===== src/rtl/mem_arbiter_pkg.sv =====
// Shared types and constants for the two-master memory arbiter.
package mem_arbiter_pkg;

  typedef enum logic [1:0] {
    ARB_IDLE = 2'd0,
    ARB_BUSY = 2'd1,
    ARB_RESP = 2'd2
  } arb_state_e;

  localparam logic ARB_M0 = 1'b0;
  localparam logic ARB_M1 = 1'b1;

  localparam logic [31:0] ARB_TIMEOUT_RDATA = 32'hDEAD_BEEF;

endpackage


===== src/rtl/mem_arbiter_rr2.sv =====
// Two-way round-robin picker with optional fixed priority; remembers the last
// grant so a tie goes to the master that was not served most recently.
module arb_rr2
  import mem_arbiter_pkg::*;
#(
  parameter int FIXED_PRIO = 0
) (
  input  logic       clk,
  input  logic       rst,
  input  logic [1:0] req,
  input  logic       update,
  output logic       grant,
  output logic       valid
);

  logic last_grant;

  // Reset to master 1 so master 0 takes the first tie.
  always_ff @(posedge clk or posedge rst) begin
    if (rst) begin
      last_grant <= ARB_M1;
    end else if (update) begin
      last_grant <= grant;
    end
  end

  always_comb begin
    valid = |req;
    grant = ARB_M0;
    unique case (req)
      2'b10:   grant = ARB_M1;
      2'b11:   grant = (FIXED_PRIO != 0) ? ARB_M0 : ~last_grant;
      default: grant = ARB_M0;
    endcase
  end

endmodule


===== src/rtl/mem_arbiter.sv =====
// Shares one memory port between the CPU path (master 0) and DMA (master 1),
// with a registered grant, optional round-robin and a slave-timeout guard.
module mem_arbiter
  import mem_arbiter_pkg::*;
#(
  parameter int                ADDR_W         = 32,
  parameter int                DATA_W         = 32,
  parameter int                FIXED_PRIO     = 0,
  parameter int                TIMEOUT_CYCLES = 0,
  parameter logic [DATA_W-1:0] TIMEOUT_RDATA  = DATA_W'(ARB_TIMEOUT_RDATA)
) (
  input  logic              clk,
  input  logic              rst,
  input  logic              m0_mem_req,
  input  logic              m0_mem_we,
  input  logic [ADDR_W-1:0] m0_mem_addr,
  input  logic [DATA_W-1:0] m0_mem_wdata,
  output logic [DATA_W-1:0] m0_mem_rdata,
  output logic              m0_mem_ready,
  input  logic              m1_mem_req,
  input  logic              m1_mem_we,
  input  logic [ADDR_W-1:0] m1_mem_addr,
  input  logic [DATA_W-1:0] m1_mem_wdata,
  output logic [DATA_W-1:0] m1_mem_rdata,
  output logic              m1_mem_ready,
  output logic              s_mem_req,
  output logic              s_mem_we,
  output logic [ADDR_W-1:0] s_mem_addr,
  output logic [DATA_W-1:0] s_mem_wdata,
  input  logic [DATA_W-1:0] s_mem_rdata,
  input  logic              s_mem_ready,
  output logic              timeout_err
);

  localparam bit          TMO_EN   = (TIMEOUT_CYCLES > 0);
  localparam logic [31:0] TMO_LAST = TMO_EN ? 32'(TIMEOUT_CYCLES - 1) : '0;

  arb_state_e        state, state_next;
  logic              winner;
  logic              pick_grant, pick_valid;
  logic              accept, finish, timed_out, timeout_hit;
  logic [31:0]       tcount;
  logic [DATA_W-1:0] resp_data;

  arb_rr2 #(
    .FIXED_PRIO(FIXED_PRIO)
  ) u_pick (
    .clk    (clk),
    .rst    (rst),
    .req    ({m1_mem_req, m0_mem_req}),
    .update (accept),
    .grant  (pick_grant),
    .valid  (pick_valid)
  );

  assign timeout_hit = TMO_EN && (tcount == TMO_LAST);
  assign resp_data   = finish ? s_mem_rdata : TIMEOUT_RDATA;

  always_ff @(posedge clk or posedge rst) begin
    if (rst) begin
      state <= ARB_IDLE;
    end else begin
      state <= state_next;
    end
  end

  // Requests are only looked at in IDLE; RESP gives the master a cycle to
  // drop or replace req before it can be accepted again.
  always_comb begin
    state_next = state;
    accept     = 1'b0;
    finish     = 1'b0;
    timed_out  = 1'b0;
    unique case (state)
      ARB_IDLE: begin
        if (pick_valid) begin
          accept     = 1'b1;
          state_next = ARB_BUSY;
        end
      end
      ARB_BUSY: begin
        if (s_mem_ready) begin
          finish     = 1'b1;
          state_next = ARB_RESP;
        end else if (timeout_hit) begin
          timed_out  = 1'b1;
          state_next = ARB_RESP;
        end
      end
      ARB_RESP: state_next = ARB_IDLE;
      default:  state_next = ARB_IDLE;
    endcase
  end

  always_ff @(posedge clk or posedge rst) begin
    if (rst) begin
      winner       <= ARB_M0;
      s_mem_req    <= 1'b0;
      s_mem_we     <= 1'b0;
      s_mem_addr   <= '0;
      s_mem_wdata  <= '0;
      m0_mem_rdata <= '0;
      m1_mem_rdata <= '0;
      m0_mem_ready <= 1'b0;
      m1_mem_ready <= 1'b0;
      timeout_err  <= 1'b0;
      tcount       <= '0;
    end else begin
      m0_mem_ready <= 1'b0;
      m1_mem_ready <= 1'b0;
      timeout_err  <= 1'b0;

      if (accept) begin
        winner      <= pick_grant;
        s_mem_req   <= 1'b1;
        s_mem_we    <= (pick_grant == ARB_M1) ? m1_mem_we    : m0_mem_we;
        s_mem_addr  <= (pick_grant == ARB_M1) ? m1_mem_addr  : m0_mem_addr;
        s_mem_wdata <= (pick_grant == ARB_M1) ? m1_mem_wdata : m0_mem_wdata;
        tcount      <= '0;
      end

      if (state == ARB_BUSY && !finish && !timed_out && TMO_EN) begin
        tcount <= tcount + 32'd1;
      end

      // Ready is registered so it lands in the RESP cycle together with rdata.
      if (finish || timed_out) begin
        s_mem_req   <= 1'b0;
        timeout_err <= timed_out;
        if (winner == ARB_M1) begin
          m1_mem_rdata <= resp_data;
          m1_mem_ready <= 1'b1;
        end else begin
          m0_mem_rdata <= resp_data;
          m0_mem_ready <= 1'b1;
        end
      end

      if (state == ARB_RESP) begin
        tcount <= '0;
      end
    end
  end

endmodule


===== config.mk =====
export PLATFORM = sky130hd
export DESIGN_NAME = mem_arbiter
export DESIGN_NICKNAME = d
export VERILOG_FILES = /design/src/rtl/mem_arbiter_pkg.sv /design/src/rtl/mem_arbiter_rr2.sv /design/src/rtl/mem_arbiter.sv
export SDC_FILE = /design/constraint.sdc
export NUM_CORES = 1
export LEC_CHECK = 0
export CAP_MARGIN = 20
export CORE_ASPECT_RATIO = 1.1
export CORE_MARGIN = 8
export CORE_UTILIZATION = 37
export DETAILED_ROUTE_END_ITERATION = 6
export PLACE_DENSITY = 0.84
export SLEW_MARGIN = 10
export SYNTH_ARGS = -nofsm -noshare
export SYNTH_HDL_FRONTEND = slang
export SYNTH_SLANG_ARGS = --single-unit
export TNS_END_PERCENT = 1

===== constraint.sdc =====
create_clock -name clk -period 4.1 [get_ports clk]
set_input_delay 0.82 -clock clk [delete_from_list [all_inputs] [get_ports clk]]
set_output_delay 0.82 -clock clk [all_outputs]
set_load 0.01 [all_outputs]

==> results of run 1 <==
[layout make-up]
cell class	count	area (um2)
clock inverters	14	138
well taps	204	255
fillers	1245	6440
clock buffers	18	439
repair buffers	304	3070
inverters	3	15.0
multi-input cells	207	2670
flip-flops and latches	136	3400
[metrics by stage]
step	instances	setup WS [ns]
after floorplan	367	1.59
after global placement	854	1.11
after detailed placement	854	1.07
after CTS	886	1.52
after global routing	886	1.46
final	886	1.52
[cells by family after synthesis]
| family | count (synthesis) | share of synthesized area, % |
|---|---|---|
| muxes | 196 | 41.5 |
| DFF | 136 | 54.7 |
| buffers and inverters | 24 | 2.55 |
| and+or+nand+nor | 7 | 0.724 |
| AOI/OAI and AO/OA | 3 | 0.402 |
| other | 1 | 0.0603 |
[critical path: stages]
cell	delay (ns)
clkdlybuf4s50_1	0.52
a21bo_4	0.57
buf_12	0.33
mux2_2	0.36
mux2_2	0.26
[registers in the layout, summed over array words and instances (netlist names)]
name	flops
s_mem_wdata	32
state	2
winner	1
m1_mem_rdata	32
s_mem_we	1
s_mem_req	1
m0_mem_ready	1
m0_mem_rdata	32
s_mem_addr	32
m1_mem_ready	1
u_pick.last_grant	1
[worst min path at each step]
stage,cells after the start,startpoint,to
floorplan,1,s_mem_req$_DFFE_PP0P_,s_mem_req$_DFFE_PP0P_
CTS,1,s_mem_req$_DFFE_PP0P_,s_mem_req$_DFFE_PP0P_
detailed placement,1,s_mem_req$_DFFE_PP0P_,s_mem_req$_DFFE_PP0P_
global route,1,s_mem_req$_DFFE_PP0P_,s_mem_req$_DFFE_PP0P_
finish,1,s_mem_req$_DFFE_PP0P_,s_mem_req$_DFFE_PP0P_
global placement,1,s_mem_req$_DFFE_PP0P_,s_mem_req$_DFFE_PP0P_
[Yosys cell counts (all sizes together)]
cell	number
mux2	196
dfrtp	135
buf	21
inv	3
nor2	2
a21bo	1
a21boi	1
a21o	1
conb	1
dfstp	1
nand2	1
nand3b	1
nor3	1
nor3b	1
or2	1
[power breakdown]
| group | internal [mW] | leakage (nW) | switching (mW) |
|---|---|---|---|
| registers | 2.04 | 1.60 | 0.402 |
| logic | 2.28 | 2.45 | 1.28 |
| clock network | 0.866 | 0.273 | 0.629 |
[metal layers]
layer / vias up / part of all wire [%] / track usage, % / wire [um]
met5: - / 0 / 0 / 0
met4: 0 / 2.8 / 7.71 / 536
met3: 37 / 7.7 / 6.58 / 1460
met2: 180 / 53 / 31.8 / 9920
met1: 2125 / 37 / 18.2 / 6900
li1: 1921 / - / - / -
==> results.py, run 1 <==
metrics = {
    "run_status": {
        "status": "complete, no violations",
    },
    "layout": {
        "fin_util_pct": 60.8,
        "final_cell_mix": "clkdlybuf4s50_1 (298), dfrtp_1 (135), mux2_4 (100)",
        "layout_commonest_cell": "clkdlybuf4s50_1",
        "nets": 836,
        "drive_gt1_share_pct": 35.2,
        "final_area_um2": 9990,
        "diodes": 0,
        "area_growth_pct": 60.6,
    },
    "sta": {
        "rsz0062_at_grt": "no",
        "tns_ns": 0,
        "maxSlewHeadroom_pct": 33.3,
        "finalSetupViolations": 0,
        "whs_ns": 0.480,
        "min_period_over_period_pct": 63.0,
        "hold_violations": 0,
        "clock.fmax_mhz": 387,
        "slew_viol_final": 0,
        "period_minus_slack_ns": 2.58,
        "worst_pin_slew_ns": 0.998,
        "finClkSkew_ns": 0.00937,
    },
    "global_routing": {
        "overflow": 0,
        "grt_max_degree": 69,
        "grt_use_total_pct": 17.7,
        "antenna_found_initial": 0,
        "grt_pass1_wl_um": 29300,
        "first_global_vias": 5063,
    },
    "hold_path": {
        "min_path_type": "reg -> reg",
    },
    "placed_design": {
        "io_buffers": 298,
        "placed_area_um2": 9410,
        "dp_hpwl_um": 14400,
        "gp_congestion": 0.780,
    },
    "clock_network": {
        "root_buffer": "clkbuf_16",
        "holdBufCountCts": 0,
        "cts-resized-gates": 0,
        "clk_latency_ns": 0.41,
        "htreeDepth": 4,
        "tritoncts": "done",
        "cts_buffers": 17,
        "clock_path_buffers": 2,
        "post_cts_buffers": 0,
        "cts.sink_count": 136,
        "cts.clk_slew.worst_paths_ns": 0.07,
    },
    "setup_path": {
        "cp-start-kind": "primary input",
        "r2r-start": "u_pick.last_grant$_DFFE_PP1P_",
        "end_kind": "flop",
        "crit_end": "s_mem_addr[2]$_DFFE_PP0P_",
        "cp.arrival_ns": 2.89,
        "cp_max_fo": 35,
        "startpoint": "m0_mem_req",
        "ff2ff_setup_slack_ns": 1.90,
        "cp_data_required_time_ns": 4.40,
        "critPathKind": "in -> reg",
        "r2r_cells": 4,
        "reg2reg_to": "s_mem_addr[2]$_DFFE_PP0P_",
    },
    "routing": {
        "wl_um": 18800,
        "ant_nets": 0,
        "vias": 4263,
        "drt_iter0_markers": 182,
        "vias_per_cell": 4.81,
        "drc": 0,
        "drt_first_pass_iters": 4,
        "routedWlPerCell_um": 21.2,
    },
    "floorplan": {
        "core_um2": 16400,
        "die_h_um": 152,
        "initial_core_util_pct": 37.9,
        "ios": 300,
        "die_x_um": 140,
        "dieArea_um2": 21200,
        "rows": 49,
    },
    "synthesis": {
        "ys_types": 19,
        "avgSynthCellArea_um2": 16.9,
        "synth_area_um2": 6220,
        "syn_nets": 534,
        "synthTopCellsByArea": "dfrtp_1 (54%), mux2_4 (24%), mux2_2 (17%), buf_6 (1.1%), buf_2 (1.0%)",
        "ys_ff_latch": 136,
        "synth_seq_area_share_pct": 54.7,
        "ys_warn_count": 0,
        "syn_inst": 367,
        "post-synth-top-area-fraction_pct": 54.3,
        "yosysTopAreaCell": "dfrtp_1",
    },
    "run": {
        "drv_cap": 0,
    },
    "power_and_ir_drop": {
        "ir_worst_vdd_mv": 0.464,
        "power_mw": 7.49,
        "p_leak_nw": 4.33,
        "cellPowerDensity_nw_per_um2": 750,
    },
}
(Power assumes the default switching activity.)
==> run 2, diff against run 1 <==
clock period = 2.1 ns   (was 4.1 ns; I/O delays follow)
==> run 2 against run 1 <==
Net effect:
- design area increased by 2.6%
- hold slack got worse by 0.0097 ns
- wire length decreased by 2.7%
- global-route usage decreased by 0.40 points
- clock skew decreased by 0.0018 ns
- core utilization increased by 1.6 points
- critical path type is now reg -> out
- largest power group unchanged
==> results.py, run 2 (synthesized netlist as in run 1, its figures left out) <==
metrics = {
    "layout": {
        "fill_cells": 1204,
        "fin_util_pct": 62.4,
        "area_growth_pct": 64.8,
        "drive_gt1_share_pct": 36.0,
        "finalNonFillerCells": 896,
        "layout_commonest_cell": "clkdlybuf4s50_1",
        "final_area_um2": 10300,
        "final_cell_mix": "clkdlybuf4s50_1 (298), dfrtp_1 (135), mux2_4 (100)",
        "diodes": 0,
        "nets": 846,
    },
    "routing": {
        "ant_nets": 0,
        "drt_first_pass_iters": 4,
        "wl_um": 18300,
        "drt_iter0_markers": 122,
        "drc": 0,
        "vias": 4264,
        "vias_per_cell": 4.76,
        "routedWlPerCell_um": 20.4,
    },
    "clock_network": {
        "root_buffer": "clkbuf_16",
        "holdBufCountCts": 0,
        "cts.clk_slew.worst_paths_ns": 0.06,
        "clk_latency_ns": 0.41,
        "htreeDepth": 4,
        "cts-resized-gates": 0,
        "post_cts_buffers": 0,
        "tritoncts": "done",
        "clock_path_buffers": 2,
        "cts_buffers": 17,
        "cts.sink_count": 136,
    },
    "global_routing": {
        "grt_max_degree": 72,
        "antenna_found_initial": 0,
        "first_global_vias": 5042,
        "overflow": 0,
        "grt_use_total_pct": 17.3,
        "grt_pass1_wl_um": 28800,
    },
    "setup_path": {
        "critPathKind": "reg -> out",
        "cp-start-kind": "flop",
        "worst-path-buf-inv": 1,
        "path_cells": "clkdlybuf4s50_1",
        "end_kind": "primary output",
        "crit_family": "buffers and inverters",
        "cp.arrival_ns": 1.35,
        "cp_data_required_time_ns": 1.68,
        "slowest_stage": "clkdlybuf4s50_1",
        "cp_max_fo": 2,
        "slowest_delay_ns": 0.56,
    },
    "run_status": {
        "status": "complete, no violations",
    },
    "power_and_ir_drop": {
        "p_clk_share_pct": 21.7,
        "p_int_mw": 10.8,
        "p_comb_share_pct": 47.3,
        "ir_worst_vdd_mv": 0.816,
        "switching_share_pct": 29.0,
        "p_switching_mw": 4.41,
        "p_leak_nw": 4.46,
        "cellPowerDensity_nw_per_um2": 1490,
        "pwr-share-seq_pct": 31.0,
    },
    "sta": {
        "min_period_over_period_pct": 84.3,
        "period_minus_slack_ns": 1.77,
        "rsz0062_at_grt": "no",
        "setup_ws_ns": 0.331,
        "finalSetupViolations": 0,
        "hold_violations": 0,
        "finClkSkew_ns": 0.00754,
        "clock.fmax_mhz": 565,
        "slew_viol_final": 0,
    },
    "hold_path": {
        "min_path_type": "in -> async",
    },
    "placed_design": {
        "dp_slack_ns": -0.0416,
        "dp.cells": 864,
        "gp_congestion": 0.821,
        "io_buffers": 298,
        "dp_hpwl_um": 14300,
        "placed_area_um2": 9590,
    },
    "floorplan": {
        "rows": 49,
        "die_h_um": 152,
        "core_um2": 16400,
        "die_x_um": 140,
        "ios": 300,
        "initial_core_util_pct": 37.9,
        "dieArea_um2": 21200,
    },
    "run": {
        "drv_cap": 0,
    },
}
## run 2: metal layers
layer	global-route usage (%)	part of all wire, %
met1	16.8	36
met2	30.8	52
met3	7.05	8.5
met4	9.63	4.0
met5	0	0
## run 2: cell type report
| class | count | area, um2 | area share [%] |
|---|---|---|---|
| tap | 204 | 255 | 2.49 |
| timing repair buffer | 314 | 3240 | 31.6 |
| multi-input combinational | 207 | 2670 | 26.1 |
| sequential | 136 | 3400 | 33.2 |
| clock inverter | 11 | 193 | 1.88 |
| inverter | 3 | 15.0 | 0.146 |
| clock buffer | 21 | 470 | 4.59 |
## run 2: worst paths after layout
kind                                               startpoint                             to  slack (ns)  depth (start not counted)
worst max-delay path               s_mem_wdata[7]$_DFFE_PP0P_                 s_mem_wdata[7]        0.33                          1
worst min-delay path                                      rst    s_mem_wdata[22]$_DFFE_PP0P_        0.47                          3
worst max register to register  u_pick.last_grant$_DFFE_PP1P_    s_mem_wdata[23]$_DFFE_PP0P_        0.37                          4
worst min register to register          s_mem_req$_DFFE_PP0P_          s_mem_req$_DFFE_PP0P_        0.47                          1
max in group asynchronous                                 rst  u_pick.last_grant$_DFFE_PP1P_        1.28                          3
min in group clk                        s_mem_req$_DFFE_PP0P_          s_mem_req$_DFFE_PP0P_        0.47                          1
## run 2: metrics by stage
| step | power (mW) | setup TNS (ns) | hold WS (ns) |
|---|---|---|---|
| after floorplan | 8.07 | -1.66 | 0.518 |
| after global placement | 11.8 | 0 | 0.465 |
| after detailed placement | 12.1 | -0.207 | 0.465 |
| after CTS | 15.4 | 0 | 0.477 |
| after global routing | 16.0 | 0 | 0.483 |
| final | 15.2 | 0 | 0.471 |
## run 2: power by group through the flow
stage | combinational (mW) | clock, mW | sequential [mW]
finish | 7.21 | 3.30 | 4.72
global placement | 7.12 | 0 | 4.67
floorplan | 2.80 | 0 | 5.27
detailed placement | 7.29 | 0 | 4.76
CTS | 7.33 | 3.38 | 4.74
global route | 7.59 | 3.47 | 4.89
==> run 3, diff against run 2 <==
clock period = 1.6 ns   (was 2.1 ns; I/O delays follow)
==> run 3 against run 2 <==
Net effect:
- the flow now finishes with violations (negative setup slack)
- via count up 2.8%
- sequential power up 30%
- critical path depth up 4
- sequential share of layout area down 0.30 points
- critical path type is now reg -> reg
==> results.py, run 3 (synthesized netlist as in run 1, its figures left out) <==
metrics = {
    "layout": {
        "layout_commonest_cell": "clkdlybuf4s50_1",
        "fin_util_pct": 63.0,
        "area_growth_pct": 66.3,
        "finalNonFillerCells": 911,
        "fill_cells": 1266,
        "final_cell_mix": "clkdlybuf4s50_1 (166), dfrtp_1 (135), dlygate4sd2_1 (132)",
        "drive_gt1_share_pct": 37.3,
        "nets": 861,
        "diodes": 0,
    },
    "sta": {
        "slew_viol_final": 0,
        "finClkSkew_ns": 0.00520,
        "rsz0062_at_grt": "yes",
        "tns_ns": -3.34,
        "hold_violations": 0,
        "clock.fmax_mhz": 594,
        "finalSetupViolations": 64,
        "setup_ws_ns": -0.0844,
        "min_period_over_period_pct": 105,
        "period_minus_slack_ns": 1.68,
    },
    "clock_network": {
        "cts.clk_slew.worst_paths_ns": 0.06,
        "holdBufCountCts": 0,
        "clk_latency_ns": 0.41,
        "htreeDepth": 4,
        "cts_buffers": 17,
        "tritoncts": "done",
        "root_buffer": "clkbuf_16",
        "cts.sink_count": 136,
        "clock_path_buffers": 2,
    },
    "placed_design": {
        "dp_slack_ns": -0.433,
        "io_buffers": 298,
        "dp.cells": 870,
        "dp_hpwl_um": 14300,
        "gp_congestion": 0.826,
    },
    "routing": {
        "vias_per_cell": 4.81,
        "routedWlPerCell_um": 21.0,
        "ant_nets": 0,
        "drc": 0,
        "drt_first_pass_iters": 4,
        "vias": 4384,
        "wl_um": 19100,
        "drt_iter0_markers": 140,
    },
    "setup_path": {
        "ff2ff_setup_slack_ns": -0.08,
        "cp.arrival_ns": 1.98,
        "cp_max_fo": 10,
        "cp-start-kind": "flop",
        "end_kind": "flop",
        "cp_data_required_time_ns": 1.89,
        "critPathKind": "reg -> reg",
    },
    "floorplan": {
        "die_x_um": 140,
        "initial_core_util_pct": 37.9,
        "ios": 300,
        "rows": 49,
        "die_h_um": 152,
        "core_um2": 16400,
        "dieArea_um2": 21200,
    },
    "power_and_ir_drop": {
        "p_leak_nw": 4.85,
        "cellPowerDensity_nw_per_um2": 1820,
        "ir_worst_vdd_mv": 1.01,
    },
    "run": {
        "drv_cap": 0,
    },
    "global_routing": {
        "grt_max_degree": 78,
        "antenna_found_initial": 0,
        "grt_pass1_wl_um": 29600,
        "grt_use_total_pct": 18.1,
        "first_global_vias": 5149,
        "overflow": 0,
    },
    "run_status": {
        "violations": "negative setup slack",
        "status": "finished, violations left",
    },
    "hold_path": {
        "min_path_type": "in -> async",
    },
}
## run 3: cell count changes in the layout (fill, tap and decap cells not counted), sizes merged
cell / change
clkbuf: +2
clkinvlp: +2
buf: +14
dlygate4sd2: +132
clkdlybuf4s50: -132
bufinv: -3
## run 3: cell type report
cell class	instances	area, um2	share of cell area [%]
clock inverter	10	118	1.14
sequential	136	3400	32.9
tap	204	255	2.47
inverter	3	15.0	0.145
clock buffer	22	474	4.58
multi-input combinational	207	2770	26.7
timing repair buffer	329	3310	32.0
## run 3: critical path, stage by stage, from the launching register on
cell and delay, ns:
dfstp_2 0.54, a21bo_4 0.16, buf_6 0.14, buf_12 0.15, mux2_4 0.32, mux2_4 0.26
## run 3: timing repair
item                       CTS  global route
cloned                       3             1
setup buffers                5             0
resized for setup          162             4
pin swaps                    1             1
setup endpoints to repair  193            96
## run 3: path summary, 6_finish.rpt
path | start | end | cells after the start
max in group asynchronous | rst | u_pick.last_grant$_DFFE_PP1P_ | 3
min | rst | m1_mem_rdata[31]$_DFFE_PP0P_ | 3
min reg2reg | s_mem_req$_DFFE_PP0P_ | s_mem_req$_DFFE_PP0P_ | 1
max reg2reg | u_pick.last_grant$_DFFE_PP1P_ | s_mem_addr[13]$_DFFE_PP0P_ | 5
min in group clk | s_mem_req$_DFFE_PP0P_ | s_mem_req$_DFFE_PP0P_ | 1
max | u_pick.last_grant$_DFFE_PP1P_ | s_mem_addr[13]$_DFFE_PP0P_ | 5
## run 3: layer usage
layer  track usage, %  wire (um)
met5                0          0
met4             7.71        548
met3             6.99       1500
met2             32.8      10200
met1             18.0       6870
## run 3: through the flow
stage	hold slack [ns]	instance area [um2]	power [mW]
after global routing	0.386	10300	19.8
after global placement	0.461	9660	15.6
final	0.355	10300	18.8
after detailed placement	0.487	9660	15.9
after floorplan	0.471	6220	10.6
after CTS	0.365	10300	19.0
## run 3: report_power, final
| part | leakage (nW) | total, mW | switching [mW] | internal (mW) |
|---|---|---|---|---|
| Sequential | 1.60 | 6.15 | 0.931 | 5.22 |
| Combinational | 2.96 | 8.76 | 3.48 | 5.28 |
| Clock | 0.279 | 3.90 | 1.48 | 2.42 |
